### src/rtl/uart_pkg.sv
// uart_pkg: shared FSM state encoding and default constants for the UART receiver.
// The PARITY state exists only when UART_RX_PARITY_EN is defined.
package uart_pkg;
  localparam int CLKS_PER_BIT_DEFAULT = 217;
  localparam int DATA_BITS_DEFAULT = 8;
  typedef enum logic [2:0] {
    IDLE,
    START,
    DATA,
    STOP,
    BREAK
`ifdef UART_RX_PARITY_EN
    , PARITY
`endif
  } state_t;
endpackage

### src/rtl/uart_baud_counter.sv
// uart_baud_counter: bit-period counter producing mid-bit and full-bit ticks.
module uart_baud_counter import uart_pkg::*; #(
  parameter int CLKS_PER_BIT = CLKS_PER_BIT_DEFAULT
) (
  input  logic clock,
  input  logic reset,
  input  logic clear_i,
  output logic mid_tick_o,
  output logic full_tick_o
);
  localparam int CW = $clog2(CLKS_PER_BIT);
  logic [CW-1:0] cnt_q, cnt_d;
  assign mid_tick_o  = cnt_q == CW'(CLKS_PER_BIT / 2);
  assign full_tick_o = cnt_q == CW'(CLKS_PER_BIT - 1);
  assign cnt_d = (clear_i || full_tick_o) ? '0 : cnt_q + CW'(1);
  always_ff @(posedge clock or negedge reset)
    if (!reset) cnt_q <= '0;
    else cnt_q <= cnt_d;
endmodule

### src/rtl/uart_frame_rx.sv
// uart_frame_rx: UART frame receiver with ready/valid output, framing and overrun flags.
// Define UART_RX_PARITY_EN to add an even-parity bit check and the parity_error port.
module uart_frame_rx import uart_pkg::*; #(
  parameter int CLKS_PER_BIT = CLKS_PER_BIT_DEFAULT,
  parameter int DATA_BITS    = DATA_BITS_DEFAULT,
  parameter int STOP_BITS    = 1
) (
  input  logic                 clock,
  input  logic                 reset,
  input  logic                 rx,
  output logic [DATA_BITS-1:0] data,
  output logic                 data_valid,
  input  logic                 data_ready,
`ifdef UART_RX_PARITY_EN
  output logic                 parity_error,
`endif
  output logic                 framing_error,
  output logic                 overrun,
  output logic                 receiving
);
  state_t state_q, state_d;
  logic [1:0] sync_q;
  logic rx_prev_q, rxs, fall, mid_tick, full_tick, cnt_clear;
  logic [3:0] bit_cnt_q, bit_cnt_d;
  logic [DATA_BITS-1:0] shift_q, shift_d, data_q, data_d;
  logic bad_q, bad_d, ferr_q, ferr_d, valid_q, valid_d, ovr_q, ovr_d;
  logic done, hs, load, par_bad;
`ifdef UART_RX_PARITY_EN
  logic par_bad_q, par_bad_d, perr_q, perr_d;
  assign par_bad = par_bad_q;
  assign parity_error = perr_q;
`else
  assign par_bad = 1'b0;
`endif
  assign rxs  = sync_q[1];
  assign fall = rx_prev_q & ~rxs;
  // Counter restarts at the start-bit centre so later samples land mid-bit.
  assign cnt_clear = (state_q == IDLE) || (state_q == BREAK) || (state_q == START && mid_tick);
  uart_baud_counter #(.CLKS_PER_BIT(CLKS_PER_BIT)) u_baud (
    .clock      (clock),
    .reset      (reset),
    .clear_i    (cnt_clear),
    .mid_tick_o (mid_tick),
    .full_tick_o(full_tick)
  );
  always_comb begin
    state_d   = state_q;
    bit_cnt_d = bit_cnt_q;
    shift_d   = shift_q;
    bad_d     = bad_q;
    ferr_d    = ferr_q;
    done      = 1'b0;
`ifdef UART_RX_PARITY_EN
    par_bad_d = par_bad_q;
    perr_d    = 1'b0;
`endif
    case (state_q)
      IDLE: if (fall) begin
        state_d   = START;
        bit_cnt_d = '0;
      end
      START: if (mid_tick) begin
        state_d = rxs ? IDLE : DATA;
        if (!rxs) begin
          ferr_d = 1'b0;
          bad_d  = 1'b0;
`ifdef UART_RX_PARITY_EN
          par_bad_d = 1'b0;
`endif
        end
      end
      DATA: if (full_tick) begin
        shift_d   = {rxs, shift_q[DATA_BITS-1:1]};
        bit_cnt_d = bit_cnt_q + 4'd1;
        if (bit_cnt_q == 4'(DATA_BITS - 1)) begin
          bit_cnt_d = '0;
`ifdef UART_RX_PARITY_EN
          state_d = PARITY;
`else
          state_d = STOP;
`endif
        end
      end
`ifdef UART_RX_PARITY_EN
      PARITY: if (full_tick) begin
        par_bad_d = rxs ^ (^shift_q);
        state_d   = STOP;
      end
`endif
      STOP: if (full_tick) begin
        bad_d     = bad_q | ~rxs;
        bit_cnt_d = bit_cnt_q + 4'd1;
        if (bit_cnt_q == 4'(STOP_BITS - 1)) begin
          state_d = bad_d ? BREAK : IDLE;
          ferr_d  = ferr_q | bad_d;
          done    = ~bad_d & ~par_bad;
`ifdef UART_RX_PARITY_EN
          perr_d = par_bad_q;
`endif
        end
      end
      BREAK: if (rxs) state_d = IDLE;
      default: state_d = IDLE;
    endcase
  end
  assign hs      = valid_q & data_ready;
  assign load    = done & (~valid_q | hs);
  assign data_d  = load ? shift_q : data_q;
  assign valid_d = load | (valid_q & ~hs);
  assign ovr_d   = hs ? 1'b0 : (ovr_q | (done & valid_q));
  always_ff @(posedge clock or negedge reset)
    if (!reset) begin
      sync_q    <= 2'b11;
      rx_prev_q <= 1'b1;
      state_q   <= IDLE;
      bit_cnt_q <= '0;
      shift_q   <= '0;
      data_q    <= '0;
      bad_q     <= 1'b0;
      ferr_q    <= 1'b0;
      valid_q   <= 1'b0;
      ovr_q     <= 1'b0;
`ifdef UART_RX_PARITY_EN
      par_bad_q <= 1'b0;
      perr_q    <= 1'b0;
`endif
    end else begin
      sync_q    <= {sync_q[0], rx};
      rx_prev_q <= rxs;
      state_q   <= state_d;
      bit_cnt_q <= bit_cnt_d;
      shift_q   <= shift_d;
      data_q    <= data_d;
      bad_q     <= bad_d;
      ferr_q    <= ferr_d;
      valid_q   <= valid_d;
      ovr_q     <= ovr_d;
`ifdef UART_RX_PARITY_EN
      par_bad_q <= par_bad_d;
      perr_q    <= perr_d;
`endif
    end
  assign data          = data_q;
  assign data_valid    = valid_q;
  assign framing_error = ferr_q;
  assign overrun       = ovr_q;
  assign receiving     = state_q != IDLE;
endmodule

### config.mk
export PLATFORM = sky130hd
export DESIGN_NAME = uart_frame_rx
export DESIGN_NICKNAME = d
export VERILOG_FILES = /design/src/rtl/uart_pkg.sv /design/src/rtl/uart_baud_counter.sv /design/src/rtl/uart_frame_rx.sv
export SDC_FILE = /design/constraint.sdc
export NUM_CORES = 1
export LEC_CHECK = 0
export CAP_MARGIN = 10
export CORE_MARGIN = 2
export CORE_UTILIZATION = 55
export CTS_CLUSTER_DIAMETER = 80
export CTS_CLUSTER_SIZE = 12
export DETAILED_ROUTE_END_ITERATION = 16
export PLACE_DENSITY = 0.75
export SLEW_MARGIN = 20
export SYNTH_ARGS = -nofsm -noshare
export SYNTH_HDL_FRONTEND = slang
export SYNTH_SLANG_ARGS = --single-unit
### constraint.sdc
create_clock -name clock -period 2.84 [get_ports clock]
set_clock_uncertainty 0.1 [all_clocks]
set_input_delay 0.71 -clock clock [delete_from_list [all_inputs] [get_ports clock]]
set_output_delay 0.71 -clock clock [all_outputs]
set_load 0.02 [all_outputs]
==> summary.md, run 1 <==
| Metric | Value |
|---|---|
| Port bufs | 15 |
| Core ar. | 2978 µm² |
| IO Count | 16 |
| Synth Instances | approximately 140 |
| Crit path launch type | register |
| First drt pass iteration count | 4 |
| Area of placed instances | 1881 µm² |
| Gpl congestion | 0.8018 |
| Tmin final | around 2.6 ns |
| Hold_ws | 0.2617 ns |
| First-pass GRT wire length | 5057 µm |
| Skew-Pair Late Insertion Delay | 0.34 ns |
| Root Buffer | clkbuf_4 |
| M3 GR Usage | 3.930% |
| RSZ-0062 raised after global routing | no |
| Seq. cell area | approximately 950 µm² |
| Worst EP required | 2.03 ns |
| Max cap viols | 0 |
| All-layer global routing usage | 19.31% |
| Initial DRC Count | 53 |
| Worst-path fanout max | 7 |
| Cell Chain, Critical Path | or3_1 > clkdlybuf4s50_1 |
| Cts bufs inserted | 5 |
| Crit path DAT | 1.75 ns |
| CP top delay family | buffers and inverters |
| Routed Antenna Nets | 0 |
| Final Core Density | 65.29% |
| Post-Layout Inst Area | 1944 µm² |
| Total Routed Length | around 2900 µm |
| Grt total ovfl | 0 |
| Leak | around 0.91 nW |
| Count of cell types in the netlist | 38 |
| Filler cell count | 229 |
| Yosys reg bits | 38 |
| # hold bufs at CTS | 0 |
| FMAX | 0.3903 GHz |
| Dpl cells | 191 |
| Starting Density | 56.76% |
| Clock slew at reported path FFs | 0.12 ns |
| Total setup buffers inserted after CTS | 0 |
| Slew headroom | 63.74% |
| Post-CTS sizing | 0 |
| Syn avg cell area | approximately 12 µm² |
| Crit Path Class | register to output port |
| Cell Pwr Density | 546.2 nW/µm² |
| Num rows | 20 |
| TritonCTS Sinks | 38 |
| CTS H-tree depth | 2 |
| Area of the multi-input gates | 700.7 µm² |
| Full die area | 3533 µm² |
| Share of cells above drive strength 1 | between 10% and 20% |
| Grt peak-use layer | met2 |
| Worst Path Buf+Inv | 1 |
| Slowest-stage cell, CP | clkdlybuf4s50_1 |
| Setup TNS | 0 ns |
| Final Setup Violations | 0 |
| Number of global-route vias before repair | 1178 |
| Dpl hpwl | ~2100 µm |
| Min-Delay Path Class | register to register |
| Period utilization | 90.23% |
| Met2 usage | around 33% |
| Area growth syn-to-layout | 15.03% |
| Worst Max-Slew Pin Slew | 0.5389 ns |
| Post-synth top flop | dfrtp_1 |
| Slowest Stage Delay on Critical Path | 0.54 ns |
| Max-slew violations | 0 |
| Overall via count from detail_route | roughly 1100 |
| N_diodes | 0 |
| Net count, final | approximately 170 |
| Fin cells | 199 |
| Syn_nets | 152 |
| Grt met1 use | 22.60% |
| CP Capture Type | output port |
| Async SR Flop Fraction | 100.0% |
| Remaining DRCs | 0 |
| Via density | 5.744 |
| Height of the die | 59.44 µm |
| Post-synth EDFFs | 0 |
| Post-synthesis sequential area ratio | 56.48% |
| Synth Warn # | 0 |
| Die width | 59.44 µm |
| Post-synthesis cell area | around 1700 µm² |
| Status | complete, no violations |
| CTS tree | done |
| Initial antenna violation count | 0 |
| Largest net degree at the start of global routing | 39 |
| Clock Path Buffers | 2 |
| Peak supply drop | about 360 µV |
| Final Hold Viols | 0 |
| Avg WL per Cell | 14.51 µm |
## kinds of logic (layout without fill, tap and decap cells)
logic type | after synthesis | after routing | share of synthesized area [%]
AO/OA/AOI/OAI | 14 | 14 | 5.625
XOR/XNOR | 6 | 6 | 3.109
adder cells (fa/ha/maj) | 4 | 4 | 2.961
buffers and inverters | 9 | 31 | 2.072
flip-flops | 38 | 38 | 56.48
multiplexers | 17 | 17 | 11.25
AND/OR/NAND/NOR | 56 | 56 | 18.50
## layout by cell type, fill, tap and decap left out, types with 2 or more instances in the layout
master,netlist,final
o31ai_1,2,2
ha_1,4,4
xor2_1,5,5
nor2_1,13,13
nand4_1,3,3
inv_1,7,7
nand3_1,9,9
and3_1,2,2
o21ai_0,2,2
o21a_1,2,2
nand2_1,12,12
mux2_2,16,16
clkdlybuf4s50_1,0,15
nor2b_1,2,2
dfstp_2,3,3
or4_1,2,2
a21oi_1,3,3
dfrtp_1,35,35
nor4_1,2,2
clkbuf_4,0,5
## path summary, 6_finish.rpt
path	slack, ns	from	endpoint	cells past startpoint
setup / recovery	0.28	state_q[2]$_DFFE_PN0P_	receiving	2
min in group asynchronous	0.67	reset	framing_error$_DFFE_PN0P_	2
hold / removal	0.26	sync_q[0]$_DFF_PN1_	sync_q[1]$_DFF_PN1_	0
setup reg to reg	0.41	bit_cnt_q[0]$_DFFE_PN0P_	data[0]$_DFFE_PN0P_	6
max in group asynchronous	1.62	reset	sync_q[1]$_DFF_PN1_	2
hold reg to reg	0.26	sync_q[0]$_DFF_PN1_	sync_q[1]$_DFF_PN1_	0
## layer usage
metal | share of wire, % | wire length [µm]
met1 | 45 | 1291
met2 | 49 | 1417
met3 | 4.0 | 116
met4 | 2.1 | 61
met5 | 0 | 0
## state kept, by name, summed over array words and instances (netlist names)
signal / flops
rx_prev_q: 1
data_valid: 1
sync_q: 2
bad_q: 1
overrun: 1
state_q: 3
u_baud.cnt_q: 8
shift_q: 8
framing_error: 1
data: 8
bit_cnt_q: 4
## through the flow
stage                     total power, W  setup WS (ns)
final                           0.001062         0.2776
after global routing            0.001120         0.2297
after CTS                       0.001075         0.2749
after detailed placement       0.0007786         0.3997
after global placement         0.0007743         0.4919
after floorplan                0.0007293         0.6869
## layout make-up
class	count	area share, %
tap	33	2.124
inverter	7	1.351
clock inverter	2	0.6435
timing repair buffer	16	8.108
multi-input combinational	97	36.04
clock buffer	6	2.638
sequential	38	49.10
## where the power goes
| part | leakage [nW] | total (W) | internal (W) | switching (W) |
|---|---|---|---|---|
| combinational | 0.371 | 0.000134 | 0.0000612 | 0.0000732 |
| clock | 0.0343 | 0.000294 | 0.000119 | 0.000175 |
| sequential | 0.509 | 0.000633 | 0.000582 | 0.0000513 |
## cell usage after synthesis (2+ instances only)
cell / number / area (µm²)
o31ai_1: 2 / 15.01
dfrtp_1: 35 / 875.8
nand3_1: 9 / 45.04
ha_1: 4 / 50.05
mux2_2: 16 / 180.2
or4_1: 2 / 15.01
dfstp_2: 3 / 78.83
inv_1: 7 / 26.28
o21ai_0: 2 / 10.01
nor2b_1: 2 / 12.51
and3_1: 2 / 12.51
xor2_1: 5 / 43.79
nand2_1: 12 / 45.04
nand4_1: 3 / 18.77
o21a_1: 2 / 15.01
nor2_1: 13 / 48.80
a21oi_1: 3 / 15.01
nor4_1: 2 / 12.51
Note: power is estimated with default switching activity, not from simulation.
==> run 2, diff against run 1 <==
CELL_PAD_IN_SITES_DETAIL_PLACEMENT = 1   (was not set)
CELL_PAD_IN_SITES_GLOBAL_PLACEMENT = 2   (was not set)
CORE_UTILIZATION = 37   (was 55)
PLACE_DENSITY = 0.74   (was 0.75)
==> summary.md, run 2 (synthesis results as in run 1) <==
| Metric | Value |
|---|---|
| Critical path depth in cells | 2 (unchanged) |
| Largest net degree at the start of global routing | 39 (unchanged) |
| Filler cell count | 455 (+99%) |
| Tmin final | 2.478 ns (-0.08395 ns) |
| M3 GR Usage | 4.641% (+0.71 points) |
| TritonCTS Sinks | 38 (unchanged) |
| RSZ-0062 raised after global routing | no |
| RR Startpoint | bit_cnt_q[0]$_DFFE_PN0P_ |
| Clock Path Buffers | 2 (unchanged) |
| Share of cells above drive strength 1 | 20.48% (+0.60 points) |
| CTS tree | done |
| Cell Chain, Critical Path | or3_1 > clkdlybuf4s50_1 |
| Crit Path Class | register to output port |
| Slowest Stage Delay on Critical Path | 0.54 ns (about the same) |
| Max-slew violations | 0 (unchanged) |
| Net count, final | 173 (unchanged) |
| Gpl congestion | 0.8425 (+5.1%) |
| Commonest non-fill, non-tap cell in the layout | dfrtp_1 |
| Port bufs | 15 (unchanged) |
| Final Core Density | 45.80% (-19 points) |
| Crit path DAT | 1.67 ns (-0.08 ns) |
| Num rows | 24 (+20%) |
| Max cap viols | 0 (unchanged) |
| Crit path capture | receiving |
| Period utilization | 87.27% (-3.0 points) |
| CP Capture Type | output port |
| CP startpoint | state_q[0]$_DFFE_PN0P_ |
| Area growth syn-to-layout | 18.80% |
| Reg2Reg Setup Slack | 0.50 ns (+0.09 ns) |
| First drt pass iteration count | 4 (unchanged) |
| Worst Path Buf+Inv | 1 (unchanged) |
| Peak supply drop | 346.4 µV (-4.5%) |
| Starting Density | 38.56% (-18 points) |
| Hold_ws | 0.2602 ns (-0.001449 ns) |
| Total Routed Length | 3289 µm (+14%) |
| Cell Pwr Density | 604.7 nW/µm² (+11%) |
| Final Setup Violations | 0 (unchanged) |
| Initial antenna violation count | 0 (unchanged) |
| Post-CTS sizing | 0 (unchanged) |
| Grt total ovfl | 0 (unchanged) |
| Die width | 71.59 µm (+20%) |
| FMAX | 0.4035 GHz (+3.4%) |
| Final Hold Viols | 0 (unchanged) |
| N_diodes | 0 (unchanged) |
| Leak | 0.9375 nW (+2.5%) |
| Worst-path fanout max | 9 (+2) |
| Worst Max-Slew Pin Slew | 0.8478 ns (+0.3089 ns) |
| Core ar. | 4384 µm² (+47%) |
| Initial DRC Count | 31 (-42%) |
| Hold path depth | 0 (unchanged) |
| # hold bufs at CTS | 0 (unchanged) |
| Slew headroom | 43.48% (-20 points) |
| Min-Delay Path Class | register to register |
| Root Buffer | clkbuf_8 |
| Cts bufs inserted | 5 (unchanged) |
| CTS H-tree depth | 2 (unchanged) |
| Pwr Total | 0.001214 W (+14%) |
| Status | complete, no violations |
| Avg WL per Cell | 15.09 µm (+4.0%) |
| Post-Layout Inst Area | 2008 µm² (+3.3%) |
| Overall via count from detail_route | 1137 (-0.52%) |
| Worst EP required | 2.03 ns (about the same) |
| IO Count | 16 (unchanged) |
| Routed Antenna Nets | 0 (unchanged) |
| CP top delay family | buffers and inverters |
| Worst r2r path cells | 6 (unchanged) |
| Height of the die | 71.59 µm (+20%) |
| R2R Path End | data[3]$_DFFE_PN0P_ |
| Grt peak-use layer | met2 |
| Clock slew at reported path FFs | 0.07 ns (-0.05 ns) |
| Total setup buffers inserted after CTS | 0 (unchanged) |
| Most frequent cells in the layout | dfrtp_1, mux2_2, clkdlybuf4s50_1, nor2_1, nand2_1 |
| Crit path launch type | register |
| Full die area | 5125 µm² (+45%) |
| Met2 usage | 23.87% (-9.4 points) |
| Dpl hpwl | 2442 µm (+16%) |
| All-layer global routing usage | 14.74% (-4.6 points) |
| Setup TNS | 0 ns (unchanged) |
| First-pass GRT wire length | 5844 µm (+16%) |
| Remaining DRCs | 0 (unchanged) |
| Skew-Pair Late Insertion Delay | 0.28 ns (-0.06 ns) |
| Number of global-route vias before repair | 1251 (+6.2%) |
| Grt met1 use | 19.30% (-3.3 points) |
| Slowest-stage cell, CP | clkdlybuf4s50_1 |
| Area of placed instances | 1899 µm² (+1.0%) |
| Via density | 5.216 (-9.2%) |
-- run 2: cell count changes in the layout (fill, tap and decap cells not counted), sizes merged --
| cell | before | now |
|---|---|---|
| bufinv | 0 | 1 |
| clkdlybuf4s50 | 15 | 14 |
| clkbuf | 6 | 5 |
| clkinv | 1 | 2 |
| buf | 1 | 2 |
| clkinvlp | 1 | 0 |
-- run 2: per-stage QoR --
| step | setup WS, ns | cells |
|---|---|---|
| final | 0.3615 | 218 |
| after global routing | 0.2861 | 218 |
| after CTS | 0.3387 | 218 |
| after detailed placement | 0.4955 | 210 |
| after global placement | 0.5349 | 210 |
| after floorplan | 0.6869 | 144 |
-- run 2: final cells by class --
cell class	count	area [µm²]	share of cell area, %
repair buffers	16	152.6	7.601
well taps	52	65.06	3.240
clock buffers	5	68.82	3.427
multi-input cells	97	700.7	34.89
flip-flops and latches	38	954.7	47.54
clock inverters	3	40.04	1.994
inverters	7	26.28	1.308
-- run 2: power by group --
group / internal, W / leakage [nW] / switching [W]
sequential: 0.000582 / 0.509 / 0.0000527
combinational: 0.0000601 / 0.371 / 0.0000759
clock: 0.000258 / 0.0579 / 0.000185
-- run 2: worst min-delay path by stage --
stage                              startpoint                   to  slack (ns)
after CTS                 sync_q[0]$_DFF_PN1_  sync_q[1]$_DFF_PN1_        0.26
final                     sync_q[0]$_DFF_PN1_  sync_q[1]$_DFF_PN1_        0.26
after floorplan           sync_q[0]$_DFF_PN1_  sync_q[1]$_DFF_PN1_        0.25
after global routing      sync_q[0]$_DFF_PN1_  sync_q[1]$_DFF_PN1_        0.26
after detailed placement  sync_q[0]$_DFF_PN1_  sync_q[1]$_DFF_PN1_        0.25
after global placement    sync_q[0]$_DFF_PN1_  sync_q[1]$_DFF_PN1_        0.25
-- run 2: routing by layer --
layer,up-vias,routed length [µm]
li1,548,-
met1,569,1563
met3,6,113
met5,-,0
met4,0,29
met2,14,1583
